`config.mk`:
```
export PLATFORM = sky130hd
export DESIGN_NAME = cfg_reg_bank
export DESIGN_NICKNAME = d
export VERILOG_FILES = /design/src/rtl/cfg_reg_pkg.sv /design/src/rtl/cfg_reg_parity.sv /design/src/rtl/cfg_reg_bank.sv
export SDC_FILE = /design/constraint.sdc
export NUM_CORES = 1
export LEC_CHECK = 0
export ABC_CLOCK_PERIOD_IN_PS = 1500
export CORE_MARGIN = 3
export CORE_UTILIZATION = 58
export CTS_BUF_LIST = sky130_fd_sc_hd__clkbuf_8
export DETAILED_ROUTE_END_ITERATION = 7
export PLACE_DENSITY = 0.81
export SETUP_SLACK_MARGIN = 0.2
export SKIP_LAST_GASP = 1
export SLEW_MARGIN = 5
export SYNTH_ARGS = -nofsm -noshare
export SYNTH_HDL_FRONTEND = slang
export SYNTH_SLANG_ARGS = --single-unit
```
`constraint.sdc`:
```
create_clock -name CLK -period 1.5 [get_ports CLK]
set_clock_uncertainty 0.15 [all_clocks]
set_input_delay 0.15 -clock CLK [delete_from_list [all_inputs] [get_ports CLK]]
set_output_delay 0.15 -clock CLK [all_outputs]
set_load 0.05 [all_outputs]
```
`src/rtl/cfg_reg_pkg.sv`:
```
// Shared address map and reset defaults for the system configuration register bank.
package cfg_reg_pkg;

  localparam int ADDR_ALU_A    = 0;
  localparam int ADDR_ALU_B    = 1;
  localparam int ADDR_ALU_CFG0 = 2;
  localparam int ADDR_ALU_CFG1 = 3;
  localparam int ADDR_UART_CFG = 4;
  localparam int ADDR_DIV      = 5;

  // UART: parity enable, prescale 32. Divider: divide by 32.
  localparam logic [7:0] UART_CFG_RST = 8'h81;
  localparam logic [7:0] DIV_RST      = 8'h20;

  // The UART and divider defaults only apply while those registers are exported;
  // otherwise the slot is plain storage that clears to zero.
  function automatic logic [63:0] reset_value(input int idx, input int num_cfg,
                                              input logic [63:0] uart_rst,
                                              input logic [63:0] div_rst);
    if (idx == ADDR_UART_CFG && idx < num_cfg) return uart_rst;
    if (idx == ADDR_DIV && idx < num_cfg) return div_rst;
    return '0;
  endfunction

endpackage

```
`src/rtl/cfg_reg_parity.sv`:
```
// Even-parity generator for write data and checker for read data of the register bank.
module cfg_reg_parity #(
  parameter int DATA_W = 8
) (
  input  logic [DATA_W-1:0] wr_data,
  input  logic [DATA_W-1:0] rd_data,
  input  logic              rd_par,
  output logic              wr_par,
  output logic              rd_bad
);

  assign wr_par = ^wr_data;
  assign rd_bad = (^rd_data) != rd_par;

endmodule

```
`src/rtl/cfg_reg_bank.sv`:
```
// Parametrised system register bank feeding ALU / UART / clock-divider configuration.
// Optional per-entry even parity is enabled with the CFG_REG_PARITY_EN macro.
module cfg_reg_bank #(
  parameter int                DATA_W       = 8,
  parameter int                ADDR_W       = 4,
  parameter int                DEPTH        = 16,
  parameter int                NUM_CFG      = 6,
  parameter logic [DATA_W-1:0] UART_CFG_RST = cfg_reg_pkg::UART_CFG_RST,
  parameter logic [DATA_W-1:0] DIV_RST      = cfg_reg_pkg::DIV_RST
) (
  input  logic                      CLK,
  input  logic                      RST,
  input  logic [DATA_W-1:0]         WrData,
  input  logic [ADDR_W-1:0]         Address,
  input  logic                      WrEn,
  input  logic                      RdEn,
`ifdef CFG_REG_PARITY_EN
  input  logic                      inj_par,
`endif
  output logic [DATA_W-1:0]         RdData,
  output logic                      RdData_Valid,
  output logic                      addr_err,
  output logic [NUM_CFG*DATA_W-1:0] cfg_bus,
  output logic [NUM_CFG-1:0]        cfg_upd,
  output logic                      par_err
);

  import cfg_reg_pkg::*;

  localparam logic [ADDR_W:0] DEPTH_L = (ADDR_W+1)'(DEPTH);

  function automatic logic [DATA_W-1:0] rst_val(input int idx);
    logic [63:0] v;
    v = reset_value(idx, NUM_CFG, 64'(UART_CFG_RST), 64'(DIV_RST));
    return v[DATA_W-1:0];
  endfunction

  logic [DATA_W-1:0] mem [DEPTH];
  logic              in_range;
  logic              wr_hit;
  logic              rd_req;
  logic [DATA_W-1:0] rd_word;
  logic [NUM_CFG-1:0] upd_nxt;

  // Handshake: RdData_Valid is a one-cycle qualifier with no back-pressure; every
  // read request (in or out of range) yields exactly one pulse one cycle later.
  assign in_range = {1'b0, Address} < DEPTH_L;
  assign wr_hit   = WrEn && in_range;
  assign rd_req   = RdEn && !WrEn;

  always_comb begin
    rd_word = '0;
    if (in_range) rd_word = mem[Address];
  end

  always_comb begin
    upd_nxt = '0;
    for (int k = 0; k < NUM_CFG; k++) begin
      upd_nxt[k] = wr_hit && ({1'b0, Address} == (ADDR_W+1)'(k));
    end
  end

  always_ff @(posedge CLK or negedge RST) begin
    if (!RST) begin
      for (int i = 0; i < DEPTH; i++) mem[i] <= rst_val(i);
    end else if (wr_hit) begin
      mem[Address] <= WrData;
    end
  end

  always_ff @(posedge CLK or negedge RST) begin
    if (!RST) begin
      RdData       <= '0;
      RdData_Valid <= 1'b0;
      addr_err     <= 1'b0;
      cfg_upd      <= '0;
    end else begin
      RdData_Valid <= rd_req;
      if (rd_req) RdData <= rd_word;
      addr_err     <= (WrEn || RdEn) && !in_range;
      cfg_upd      <= upd_nxt;
    end
  end

  for (genvar k = 0; k < NUM_CFG; k++) begin : g_cfg
    assign cfg_bus[k*DATA_W +: DATA_W] = mem[k];
  end

`ifdef CFG_REG_PARITY_EN
  logic [DEPTH-1:0] par_mem;
  logic             rd_par;
  logic             wr_par;
  logic             rd_bad;

  always_comb begin
    rd_par = 1'b0;
    if (in_range) rd_par = par_mem[Address];
  end

  cfg_reg_parity #(.DATA_W(DATA_W)) u_parity (
    .wr_data (WrData),
    .rd_data (rd_word),
    .rd_par  (rd_par),
    .wr_par  (wr_par),
    .rd_bad  (rd_bad)
  );

  // inj_par corrupts the stored bit so the checker path can be exercised in test.
  always_ff @(posedge CLK or negedge RST) begin
    if (!RST) begin
      for (int i = 0; i < DEPTH; i++) par_mem[i] <= ^rst_val(i);
      par_err <= 1'b0;
    end else begin
      if (wr_hit) par_mem[Address] <= wr_par ^ inj_par;
      par_err <= rd_req && in_range && rd_bad;
    end
  end
`else
  assign par_err = 1'b0;
`endif

endmodule

```
==> impl_metrics.csv <==
group,metric,value,unit
run_status,status,"finished, violations left",
run_status,violations,"setup timing",
setup_path,start_kind,"input pin",
clock_network,cts_tree,"done",
global_routing,grt_pass1_vias,5406,
placed_design,dpl_cell_area,0.00875,mm2
routing,routed_wl,22100,um
setup_path,required,1670,ps
clock_network,cts.sinks,143,
global_routing,grt_start_max_net_pins,66,
finish,fin_util,87.1,%
routing,first_pass_iters,5,
floorplan,core-area,0.0111,mm2
routing,ant_nets,0,
setup_path,crit_fanout,13,
synth,yosysSeqAreaShare,52.9,%
sta,worst_slack,-127,ps
global_routing,grt.busiest_layer,"met2",
synth,avgSynthCellArea,13.7,um2
power,max-vdd-ir-drop,0.00121,V
setup_path,startpoint,"Address[1]",
placed_design,gp_congestion,0.886,
routing,drc,0,
setup_path,r2r-end,"RdData[0]",
clock_network,cts_max_path_buffers,2,
floorplan,start_util,60.9,%
finish,drive_above_1_share,62.7,%
synth,yosysUniqueCellTypes,31,
global_routing,grt_pass1_wl,32200,um
clock_network,cts_buffers,17,
sta,fin_hold_ws,13.4,ps
setup_path,r2r_cells,4,
synth,syn_inst,495,
synth,syn_area,0.00677,mm2
routing,drtIter0Drc,620,
clock_network,cts_max_level,4,
global_routing,met2_usage,55.9,%
global_routing,grt_use_met3,10.0,%
floorplan,rows,38,
global_routing,antenna_found_initial,0,
floorplan,die_area,0.0130,mm2
sta,rsz0062_at_grt,"true",
power,power.density,1490,mW/mm2
floorplan,die_h,114,um
floorplan,io_pins,81,
routing,wl_per_cell,27.8,um
synth,ys_top_cells_by_area,"dfrtp_1 (52%), mux2_2 (21%), mux2i_1 (7.1%)",
synth,ys_seq_elements,143,
setup_path,worstPathArrival,1800,ps
finish,final_area,0.00969,mm2
synth,yosys.area.top_type,"dfrtp_1",
setup_path,end_kind,"register",
placed_design,io_buffers,78,
synth,synth_warnings,0,
sta,slew_viol_final,0,
hold_path,hp-class,"input pin to asynchronous set/reset pin",
sta,timing.fmax,615,MHz
power,p_leak,4.40,nW
global_routing,grt_use_met1,40.0,%
setup_path,critPathCapture,"RdData[0]",
routing,vias_per_cell,6.35,
finish,n_antenna_cell,0,
finish,nets,658,
global_routing,grt_remaining_overflow,0,
synth,synth_top_area_share,51.7,%
finish,n_fill_cell,435,
routing,vias,5045,
global_routing,grtUsageTotal,33.7,%
setup_path,rrSetupSlack,-100,ps
placed_design,pre_cts_slack,-720,ps
setup_path,rr_startpoint,"mem[56]",
run,cap_viol_max_count,0,
sta,hold_violations,0,
placed_design,dpl.hpwl,12200,um
finish,syn_to_final_growth,43.1,%
sta,fin_crit,1630,ps
clock_network,cts_root_buf,"clkbuf_8",
sta,post-route-period-util,108,%
clock_network,insertion_delay,470,ps
setup_path,worst-setup-path-type,"input pin to register",
clock_network,clkSlewWorstSetupHoldPaths,90,ps
sta,finalSetupViolations,6,
sta,fin_tns_setup,-329,ps
floorplan,die_w,114,um
[repair_timing]
item | in CTS | in global routing
pin swaps | 4 | 9
endpoints found under the setup margin | 202 | 165
resized for setup | 69 | 19
setup buffers | 22 | 14
hold endpoints to repair | 143 | 0
hold buffers | 1 | 0
[cell families (layout without fill, tap and decap cells)]
kind of cell           count (synthesis)  after routing  synth area share, %
flip-flops                           143            143                 52.9
other                                  1              2               0.0554
AO/OA/AOI/OAI                         40             40                 3.84
buffers and inverters                 80            239                 7.76
multiplexers                         184            184                 31.0
AND/OR/NAND/NOR                       47             47                 4.38
[worst min-delay path by stage]
stage | startpoint | end | slack [ps]
finish | RST | cfg_bus[3] | 10
global placement | RST | cfg_upd[2] | -100
CTS | RST | cfg_bus[16] | -7
floorplan | RST | RdData[0] | -300
detailed placement | RST | cfg_bus[22] | -100
global route | RST | mem[75] | 20
[layer usage]
| metal | routed length (um) | share of wire (%) | up-vias |
|---|---|---|---|
| li1 | - | - | 2030 |
| met1 | 7780 | 35 | 2572 |
| met2 | 11200 | 51 | 339 |
| met3 | 1830 | 8.3 | 104 |
| met4 | 1290 | 5.8 | 0 |
| met5 | 0 | 0 | - |
[where the power goes]
| part | switching, W | total, W | internal (W) |
|---|---|---|---|
| Combinational | 0.00284 | 0.00597 | 0.00313 |
| Clock | 0.00151 | 0.00303 | 0.00152 |
| Sequential | 0.000719 | 0.00544 | 0.00473 |
[metrics by stage]
stage | cells | total power, W
after floorplan | 496 | 0.00818
after global placement | 726 | 0.0103
after detailed placement | 726 | 0.0105
after CTS | 781 | 0.0139
after global routing | 795 | 0.0149
final | 795 | 0.0144
[synth_stat cells]
library cell and n:
nand2_2 1, mux2_2 128, mux2i_1 48, o21ai_0 6, dfrtp_1 140, o21ai_1 2
nor2_2 8, inv_1 4, nor2b_1 2, nor3b_2 1, nand3b_4 1, nand2b_1 3
clkbuf_1 12, dfstp_2 3, nand3_1 2, nor3_4 2, o22ai_1 16, or3b_2 1
conb_1 1, nand3b_1 3, buf_4 53, mux4_2 8, and2_1 1, nor2_1 17
nand2_1 3, buf_2 9, buf_6 2, nor3_2 1, a31oi_1 8, a221oi_1 8
nor2_4 1
[registers in the layout, indices dropped and copies added, names as in the netlist]
register / cells
RdData: 8
RdData_Valid: 1
cfg_bus: 48
cfg_upd: 6
mem: 80
[worst max-delay path, stage by stage]
cell and delay, ps:
buf_4 240, buf_4 210, buf_4 230, mux2i_1 350
o22ai_1 180, nor2_1 250, a31oi_2 180
[layout make-up]
class | count | area, um2 | area share, %
Sequential cell | 143 | 3590 | 37.1
Tap cell | 140 | 175 | 1.81
Multi-Input combinational cell | 273 | 2840 | 29.3
Inverter | 4 | 15.0 | 0.155
Clock buffer | 22 | 303 | 3.12
Timing Repair Buffer | 203 | 2680 | 27.7
Clock inverter | 10 | 85.1 | 0.878
[cell usage in the layout (no fill, tap or decap), types with 2 or more instances in the layout]
cell type,n
a31oi_1,6
nand3b_1,3
mux2_4,6
buf_12,78
nand2b_2,2
nor3_4,3
nor2_1,17
clkinv_4,2
clkdlybuf4s50_1,9
o21ai_2,6
o21ai_1,2
clkbuf_8,22
dfstp_2,3
o22ai_1,15
nor2_4,5
a221oi_2,6
nand3_1,2
inv_1,4
mux2_2,122
a221oi_1,2
dfrtp_1,133
clkbuf_2,3
mux2i_2,2
mux2i_1,45
nand2_2,2
clkinv_2,6
buf_6,44
a31oi_2,2
buf_4,67
mux4_2,8
dfrtp_2,7
conb_1,2
nor2_2,4
Power figures use the tool's default switching activity.
